$ cat config.mk
export PLATFORM = sky130hd
export DESIGN_NAME = spi_regfile_rw
export DESIGN_NICKNAME = d
export VERILOG_FILES = /design/src/rtl/spi_regfile_pkg.sv /design/src/rtl/spi_regfile_rw_sync.sv /design/src/rtl/spi_regfile_rw.sv
export SDC_FILE = /design/constraint.sdc
export NUM_CORES = 1
export LEC_CHECK = 0
export CAP_MARGIN = 40
export CELL_PAD_IN_SITES_DETAIL_PLACEMENT = 0
export CELL_PAD_IN_SITES_GLOBAL_PLACEMENT = 1
export CORE_ASPECT_RATIO = 1.1
export CORE_MARGIN = 5
export CORE_UTILIZATION = 39
export CTS_CLUSTER_SIZE = 14
export DETAILED_ROUTE_END_ITERATION = 8
export PLACE_DENSITY = 0.85
export SKIP_LAST_GASP = 1
export SYNTH_ARGS = -nofsm -noshare
export SYNTH_HDL_FRONTEND = slang
export SYNTH_SLANG_ARGS = --single-unit
$ cat constraint.sdc
create_clock -name clk -period 13 [get_ports clk]
set_clock_uncertainty 0.1 [all_clocks]
set_input_delay 2.6 -clock clk [delete_from_list [all_inputs] [get_ports clk]]
set_output_delay 2.6 -clock clk [all_outputs]
set_load 0.02 [all_outputs]
$ cat src/rtl/spi_regfile_pkg.sv
// Shared definitions for the SPI register file with read-back.
// Holds the frame FSM state encoding, the frame field widths and the
// helper that turns CPOL/CPHA into the SCK edge on which MOSI is sampled.
package spi_regfile_pkg;

  typedef enum logic [1:0] {
    IDLE  = 2'd0,
    CMD   = 2'd1,
    WDATA = 2'd2,
    RDATA = 2'd3
  } state_t;

  localparam int RW_BIT = 7;  // command bit selecting read (1) or write (0)
  localparam int ADDR_W = 7;  // command address width
  localparam int BYTE_W = 8;  // register and SPI byte width

  // MOSI is sampled on the rising SCK edge when CPOL==CPHA, else on the falling edge.
  function automatic logic sample_on_rise(input int cpol, input int cpha);
    return (cpol == cpha) ? 1'b1 : 1'b0;
  endfunction

endpackage

$ cat src/rtl/spi_regfile_rw_sync.sv
// Two-flop synchronizer with edge pulses for one asynchronous SPI pin.
// Ports:
//   clk, rst  system clock and asynchronous active-high reset
//   din       asynchronous input pin
//   sync      synchronized level (2 clk latency)
//   rise      one-cycle pulse after sync goes 0->1
//   fall      one-cycle pulse after sync goes 1->0
module spi_sync_edge #(
  parameter logic RST_VAL = 1'b0
) (
  input  logic clk,
  input  logic rst,
  input  logic din,
  output logic sync,
  output logic rise,
  output logic fall
);

  logic meta_r;
  logic sync_r;
  logic prev_r;

  // Synchronizer chain plus one history flop used to detect edges.
  always_ff @(posedge clk or posedge rst) begin
    if (rst) begin
      meta_r <= RST_VAL;
      sync_r <= RST_VAL;
      prev_r <= RST_VAL;
    end else begin
      meta_r <= din;
      sync_r <= meta_r;
      prev_r <= sync_r;
    end
  end

  assign sync = sync_r;
  assign rise = sync_r & ~prev_r;
  assign fall = ~sync_r & prev_r;

endmodule

$ cat src/rtl/spi_regfile_rw.sv
// SPI slave register file with read-back and per-register write strobes.
// A frame is a command byte {R/W, addr[6:0]} followed by any number of data
// bytes; writes auto-increment the address, reads stream registers out on MISO.
// Ports:
//   clk, rst             system clock, asynchronous active-high reset
//   spi_sck/cs_n/mosi    SPI slave inputs, asynchronous to clk
//   spi_miso, _oe        serial read data and its output enable
//   ro_data              live values for read-only (status) registers
//   regs_flat            register contents, byte i = register i
//   wr_strobe            one-cycle pulse per register on write
module spi_regfile_rw
  import spi_regfile_pkg::*;
#(
  parameter int                    NUM_REGS   = 16,
  parameter int                    CPOL       = 0,
  parameter int                    CPHA       = 0,
  parameter logic [NUM_REGS*8-1:0] RESET_VALS = '0,
  parameter logic [NUM_REGS-1:0]   RO_MASK    = '0
) (
  input  logic                  clk,
  input  logic                  rst,
  input  logic                  spi_sck,
  input  logic                  spi_cs_n,
  input  logic                  spi_mosi,
  output logic                  spi_miso,
  output logic                  spi_miso_oe,
  input  logic [NUM_REGS*8-1:0] ro_data,
  output logic [NUM_REGS*8-1:0] regs_flat,
  output logic [NUM_REGS-1:0]   wr_strobe
);

  localparam logic SAMPLE_RISE = sample_on_rise(CPOL, CPHA);
  localparam logic SCK_IDLE    = (CPOL != 0) ? 1'b1 : 1'b0;

  logic sck_sync_s, sck_rise_s, sck_fall_s;
  logic cs_n_sync_s, cs_n_rise_s, cs_n_fall_s;
  logic mosi_sync_s, mosi_rise_s, mosi_fall_s;
  logic unused_s;

  state_t              state_r, next_state_s;
  logic [2:0]          bit_cnt_r;
  logic [BYTE_W-1:0]   shift_in_r, shift_out_r, rx_byte_s, rd_byte_s;
  logic [ADDR_W-1:0]   addr_r, rd_addr_s;
  logic [BYTE_W-1:0]   regs_r    [NUM_REGS];
  logic [BYTE_W-1:0]   reg_src_s [NUM_REGS];
  logic [NUM_REGS-1:0] wr_strobe_r;
  logic                miso_r;
  logic [1:0]          settle_r;
  logic                armed_r;
  logic cs_active_s, sample_s, shift_s, byte_done_s;
  logic cmd_done_s, wr_en_s, rd_load_s, addr_inc_s, miso_shift_s;

  spi_sync_edge #(.RST_VAL(SCK_IDLE)) u_sync_sck (
    .clk(clk), .rst(rst), .din(spi_sck),
    .sync(sck_sync_s), .rise(sck_rise_s), .fall(sck_fall_s)
  );

  spi_sync_edge #(.RST_VAL(1'b1)) u_sync_cs_n (
    .clk(clk), .rst(rst), .din(spi_cs_n),
    .sync(cs_n_sync_s), .rise(cs_n_rise_s), .fall(cs_n_fall_s)
  );

  spi_sync_edge #(.RST_VAL(1'b0)) u_sync_mosi (
    .clk(clk), .rst(rst), .din(spi_mosi),
    .sync(mosi_sync_s), .rise(mosi_rise_s), .fall(mosi_fall_s)
  );

  // Levels and pulses this block has no use for.
  assign unused_s = ^{sck_sync_s, cs_n_rise_s, cs_n_fall_s, mosi_rise_s, mosi_fall_s};

  assign rx_byte_s = {shift_in_r[BYTE_W-2:0], mosi_sync_s};

  // Frame state register.
  always_ff @(posedge clk or posedge rst) begin
    if (rst) begin
      state_r <= IDLE;
    end else begin
      state_r <= next_state_s;
    end
  end

  // Next-state decode; losing chip select always returns to IDLE.
  always_comb begin
    next_state_s = state_r;
    if (!cs_active_s) begin
      next_state_s = IDLE;
    end else begin
      case (state_r)
        IDLE:    next_state_s = sample_s ? CMD : IDLE;
        CMD: begin
          if (cmd_done_s) begin
            next_state_s = rx_byte_s[RW_BIT] ? RDATA : WDATA;
          end else begin
            next_state_s = CMD;
          end
        end
        WDATA:   next_state_s = WDATA;
        RDATA:   next_state_s = RDATA;
        default: next_state_s = IDLE;
      endcase
    end
  end

  // FSM outputs: edge qualification and per-byte actions.
  always_comb begin
    // Chip select only counts once cs_n has been seen high after reset.
    cs_active_s  = armed_r & ~cs_n_sync_s;
    sample_s     = cs_active_s & (SAMPLE_RISE ? sck_rise_s : sck_fall_s);
    shift_s      = cs_active_s & (SAMPLE_RISE ? sck_fall_s : sck_rise_s);
    byte_done_s  = sample_s & (bit_cnt_r == 3'd7);
    cmd_done_s   = 1'b0;
    wr_en_s      = 1'b0;
    rd_load_s    = 1'b0;
    addr_inc_s   = 1'b0;
    miso_shift_s = 1'b0;
    case (state_r)
      IDLE:  cmd_done_s = 1'b0;
      CMD: begin
        cmd_done_s = byte_done_s;
        rd_load_s  = byte_done_s & rx_byte_s[RW_BIT];
      end
      WDATA: begin
        wr_en_s    = byte_done_s;
        addr_inc_s = byte_done_s;
      end
      RDATA: begin
        rd_load_s    = byte_done_s;
        addr_inc_s   = byte_done_s;
        miso_shift_s = shift_s;
      end
      default: cmd_done_s = 1'b0;
    endcase
  end

  // Read mux: the command address on entry to RDATA, else the next address.
  always_comb begin
    rd_addr_s = (state_r == CMD) ? rx_byte_s[ADDR_W-1:0] : (addr_r + 7'd1);
    rd_byte_s = 8'h00;
    for (int i = 0; i < NUM_REGS; i++) begin
      reg_src_s[i] = RO_MASK[i] ? ro_data[i*BYTE_W +: BYTE_W] : regs_r[i];
      // Out-of-range addresses match no register and read as 0x00.
      rd_byte_s = rd_byte_s | ((rd_addr_s == ADDR_W'(i)) ? reg_src_s[i] : 8'h00);
    end
  end

  // Bit counter, shifters, address pointer, MISO and chip-select arming.
  always_ff @(posedge clk or posedge rst) begin
    if (rst) begin
      bit_cnt_r   <= 3'd0;
      shift_in_r  <= 8'h00;
      shift_out_r <= 8'h00;
      addr_r      <= 7'd0;
      miso_r      <= 1'b0;
      settle_r    <= 2'd0;
      armed_r     <= 1'b0;
    end else begin
      // Wait two cycles so the cs_n synchronizer reflects the pin, not its reset value.
      if (settle_r != 2'd2) begin
        settle_r <= settle_r + 2'd1;
      end
      if ((settle_r == 2'd2) && cs_n_sync_s) begin
        armed_r <= 1'b1;
      end
      if (!cs_active_s) begin
        bit_cnt_r  <= 3'd0;
        shift_in_r <= 8'h00;
      end else if (sample_s) begin
        bit_cnt_r  <= bit_cnt_r + 3'd1;
        shift_in_r <= rx_byte_s;
      end
      if (cmd_done_s) begin
        addr_r <= rx_byte_s[ADDR_W-1:0];
      end else if (addr_inc_s) begin
        addr_r <= addr_r + 7'd1;
      end
      if (rd_load_s) begin
        shift_out_r <= rd_byte_s;
      end else if (miso_shift_s) begin
        shift_out_r <= {shift_out_r[BYTE_W-2:0], 1'b0};
      end
      if (miso_shift_s) begin
        miso_r <= shift_out_r[BYTE_W-1];
      end else if ((state_r != RDATA) || !cs_active_s) begin
        miso_r <= 1'b0;
      end
    end
  end

  // Register array and write strobes; read-only and out-of-range writes drop.
  always_ff @(posedge clk or posedge rst) begin
    if (rst) begin
      wr_strobe_r <= '0;
      for (int i = 0; i < NUM_REGS; i++) begin
        regs_r[i] <= RESET_VALS[i*BYTE_W +: BYTE_W];
      end
    end else begin
      wr_strobe_r <= '0;
      for (int i = 0; i < NUM_REGS; i++) begin
        if (wr_en_s && (addr_r == ADDR_W'(i)) && !RO_MASK[i]) begin
          regs_r[i]      <= rx_byte_s;
          wr_strobe_r[i] <= 1'b1;
        end
      end
    end
  end

  for (genvar g = 0; g < NUM_REGS; g++) begin : g_flat
    assign regs_flat[g*BYTE_W +: BYTE_W] = regs_r[g];
  end

  assign spi_miso    = miso_r;
  assign spi_miso_oe = ~cs_n_sync_s;
  assign wr_strobe   = wr_strobe_r;

endmodule

======== Yosys cells after proc, flatten, opt, wreduce, memory -nomap -nowiden ========
Cells that the tools add are included.
storage, ports and cells
  flip-flop bits (word level) ............. 182
  input port bits ......................... 133
  output and inout port bits .............. 146
  logic and storage cells ................. 177
cells by class
  add/sub/neg operators ................... 3
  equality and inequality tests ........... 38
  muxes and demuxes ....................... 53
  bitwise operators ....................... 25
  reduce and logical (&&, ||, !) cells .... 26
operator list
  cell                   count
  $mux W8                18
  $or A8 B8 Y8           15
  $eq A7 B4 Y1 const B   16
  $eq A7 B3 Y1 const B   8
  $mux W7                5
  $eq A7 B2 Y1 const B   4
  $mux W1                24
  $logic_and A1 B1 Y1    17
  $eq A7 B1 Y1 const B   2
  $logic_not A7 Y1       2
  $pmux W2 S4            1
  $add A7 B1 Y7 const B  1
  $and A1 B1 Y1          7
  $eq A2 B2 Y1 const B   3
  $mux W3                2
  $reduce_bool A2 Y1     3
  $mux W2                2
  $ne A2 B2 Y1 const B   2
  $add A3 B1 Y3 const B  1
  $eq A3 B3 Y1 const B   1
  $not A1 Y1             3
  $add A2 B1 Y2 const B  1
  $eq A2 B1 Y1 const B   1
  $logic_not A2 Y1       1
  5 further kinds        5

======== Logic depth before layout (Yosys ltp) ========
  depth after elaboration ................. 20
  mapped depth ............................ 10
  gate-level depth less buffers ........... 9

======== Cells and area by module ========
From an unflattened synthesis, not the netlist that was laid out.
unflattened totals
  cells, all modules ...................... 669
  area, all modules ....................... 8619.5 µm²
modules (own cells, without submodules)
  module                            times used  cells each  area each (µm²)  sequential area each (µm²)
  spi_regfile_rw                    1           651         8334.2           4379.2
  spi_sync_edge at u_sync_mosi ...  2           6           93.8             75.1
  spi_sync_edge at u_sync_cs_n      1           6           97.6             78.8

======== Least setup slack after synthesis ========
Ideal clock, no wire load.
  path kind ............................... reg2out
  start ................................... reg u_sync_cs_n.sync_r, in the netlist u_sync_cs_n.sync
  end ..................................... out spi_miso_oe
  arrival ................................. 0.617 ns
  path slack .............................. 9.683 ns
  cell stages (with the launch flop) ...... 2
  buffers on the path ..................... 0
  cell sequence ........................... dfstp_2 > inv_1
between the ends
  longest elaborated chain between the ends .. 1
ends and longest elaborated chain
  element                 RTL line                   text
  start, declared         spi_regfile_rw_sync.sv:20  logic sync_r;
  start signal, assigned  spi_regfile_rw_sync.sv:31  sync_r <= meta_r;
  $not A1 Y1              --
  end, declared           spi_regfile_rw.sv:26       output logic spi_miso_oe,
Every way passes these cells.

======== Final worst setup path ========
Ends and elaborated chain as after synthesis.

==> reports/summary.txt <==
final worst path period share - 32.9%
Total Routed Length - 25.9 mm
Total Die Area - 24,600 µm²
Hold Crit Class - register to register
Synth Area in Adders - 1.04%
H-tree levels - 4
Tot Pwr - 1.21 mW
Top FF cell, synth - dfrtp_1
crit start category - register
Cells after Synth - 674
data required time at the worst endpoint - 10.30 ns
diode count - 0
Final setup viols - 0
worst slack, placed - 8.65 ns
post-synthesis sequential area ratio - 54.1%
Setup CP Type - register to output pin
Synth Area in Compound Gates - 12.5%
Mapped Area - 8420 µm²
post-CTS setup buffer count - 0
unrepaired setup endpoints after global routing - false
CTS tree - done
FF+latch count, synth - 182
fill count - 1,901
setup tns final - 0 ns
P_leak - 5.00 nW
number of flops mapped to enable cells by yosys - 0
reg2reg setup slack - 9.45 ns
Max Cap Violations - 0
WP data arrival - 1.57 ns
CTS clk-pin slew, worst paths - 0.07 ns
Die W - 150 µm
initial antenna violation count - 0
met3 WL post-DR - 1.63 mm
post-synthesis xor/xnor area fraction - 0.312%
vias in the first global route - 6,360
Fin Hold WS - 0.253 ns
register area - 4560 µm²
fmax - 234 MHz
post-detailed-route count of antenna-violating nets - 0
routed wire length per instance - 23.2 µm
Starting Density - 39.5%
Core ar. - 21,300 µm²
Synth Area in Simple Gates - 9.74%
worst-margin pin slew - 0.884 ns
Max rail drop VDD - 90.6 µV
total iterations of the first detailed-routing run - 6
Unique masters post-synth - 77
max layer used - met4
Via density - 5.57
Crit Path Max Fanout - 4
YS warnings - 0
hold_buf cts - 0
max_slew headroom - 41.1%
multi-input logic area - 3560 µm²
Port Buffer Count - 150
PD cells - 112 nW/µm²
gr ovfl total - 0
wire length on met2 - 12.3 mm
hold path cells - 0
status - complete, no violations
DRC Markers - 0
# nets final - 952
min setup slack post-route - 8.73 ns
Tmin final - 4.27 ns
detailed-route via count - 6,209
clk sinks - 182
layout cells sized above 1 - 26.8%
CTS root buf - clkbuf_16
FP Rows - 56
post-CTS sizing - 0
ys async rst share - 100%
fin util - 50.6%
GRT Overall Usage - 21.5%
WL met1 - 11.3 mm
largest net degree at the start of global routing - 67
combinational family with the most area after synthesis - multiplexers
Final Wtd Congestion - 0.897
I/O Pins - 279
Pins Over Slew Limit - 0
CTS Buffer Depth - 2
Die Y - 164 µm
commonest non-fill, non-tap cell in the layout - dfrtp_1
Skew-Pair Late Insertion Delay - 0.43 ns
Syn Nets - 814
Layout area overhead - 28.0%
DRT iter0 DRCs - 517
Fin. Hold Viols - 0
Reg2Reg Depth - 7
global-route wire length before repair - 39.9 mm
mux contribution to synthesized area - 18.6%
Avg Inst Size Synth - 12.5 µm²
Post-DP HPWL - 17.7 mm
critical path capture point type - output pin
cts bufs inserted - 17
most frequent cells in the layout - 180 x dfrtp_1, 150 x clkdlybuf4s50_1, 128 x mux2_2
final timing paths:
path                              startpoint               to
max reg2reg                       state_r[1]   shift_out_r[0]
min reg2reg                u_sync_sck.meta_r  u_sync_sck.sync
min                        u_sync_sck.meta_r  u_sync_sck.sync
max in group asynchronous                rst   regs_flat[111]
max                         u_sync_cs_n.sync      spi_miso_oe
min in group asynchronous                rst     wr_strobe[6]
state kept, by name (all words and copies together) (netlist names), 2 cells and up:
signal       cells
shift_in_r       7
wr_strobe       16
addr_r           7
state_r          2
shift_out_r      8
regs_flat      128
settle_r         2
bit_cnt_r        3
layout make-up:
cell class                      instances  share of cell area (%)
Timing Repair Buffer                  162                    15.1
Tap cell                              290                    3.37
Sequential cell                       182                    42.3
Multi-Input combinational cell        426                    33.0
Inverter                               23                   0.847
Clock buffer                           19                    4.02
Clock inverter                         12                    1.33
per-layer routing:
layer  vias to the layer above  GRT usage (%)
li1                       2770              -
met1                      3178           29.9
met2                       227           33.4
met3                        34           4.86
met4                         0           7.11
met5                         -              0
synthesized netlist by cell type (all sizes together), types with 4 or more instances:
cell type	count	area share, %
nand3	22	1.3
a222oi	4	0.48
a22o	21	2.2
mux2	136	18
a21oi	13	0.82
nor2	39	1.8
clkbuf	17	0.76
a31oi	5	0.37
a22oi	30	2.7
buf	26	1.9
ha	7	1.0
a31o	10	1.1
inv	23	1.0
nor3	4	0.49
a221oi	6	0.70
o21ai	10	0.59
nand2	45	2.5
and2	8	0.62
dfrtp	180	54
and3	8	0.83
o41ai	5	0.97
critical path, cell delays in order (launching register included):
cell and delay, ns:
dfstp_2 0.56, inv_1 0.05, clkdlybuf4s50_1 0.53
metrics by stage:
step,cells,area [µm²]
after global placement,1078,10100
after global routing,1114,10800
after detailed placement,1083,10200
after CTS,1114,10800
after floorplan,674,8420
final,1114,10800
power by group:
| part | internal [mW] | total (mW) | switching (mW) |
|---|---|---|---|
| Clock | 0.286 | 0.519 | 0.233 |
| Combinational | 0.0267 | 0.113 | 0.0859 |
| Sequential | 0.570 | 0.579 | 0.00961 |
| Total | 0.883 | 1.21 | 0.328 |
cells by family after synthesis:
logic type | Yosys count
DFF | 182
and+or+nand+nor | 148
muxes | 139
AOI/OAI and AO/OA | 129
buffers and inverters | 66
adders and majority gates | 7
xor gates and xnor gates | 3
(Power assumes the default switching activity.)
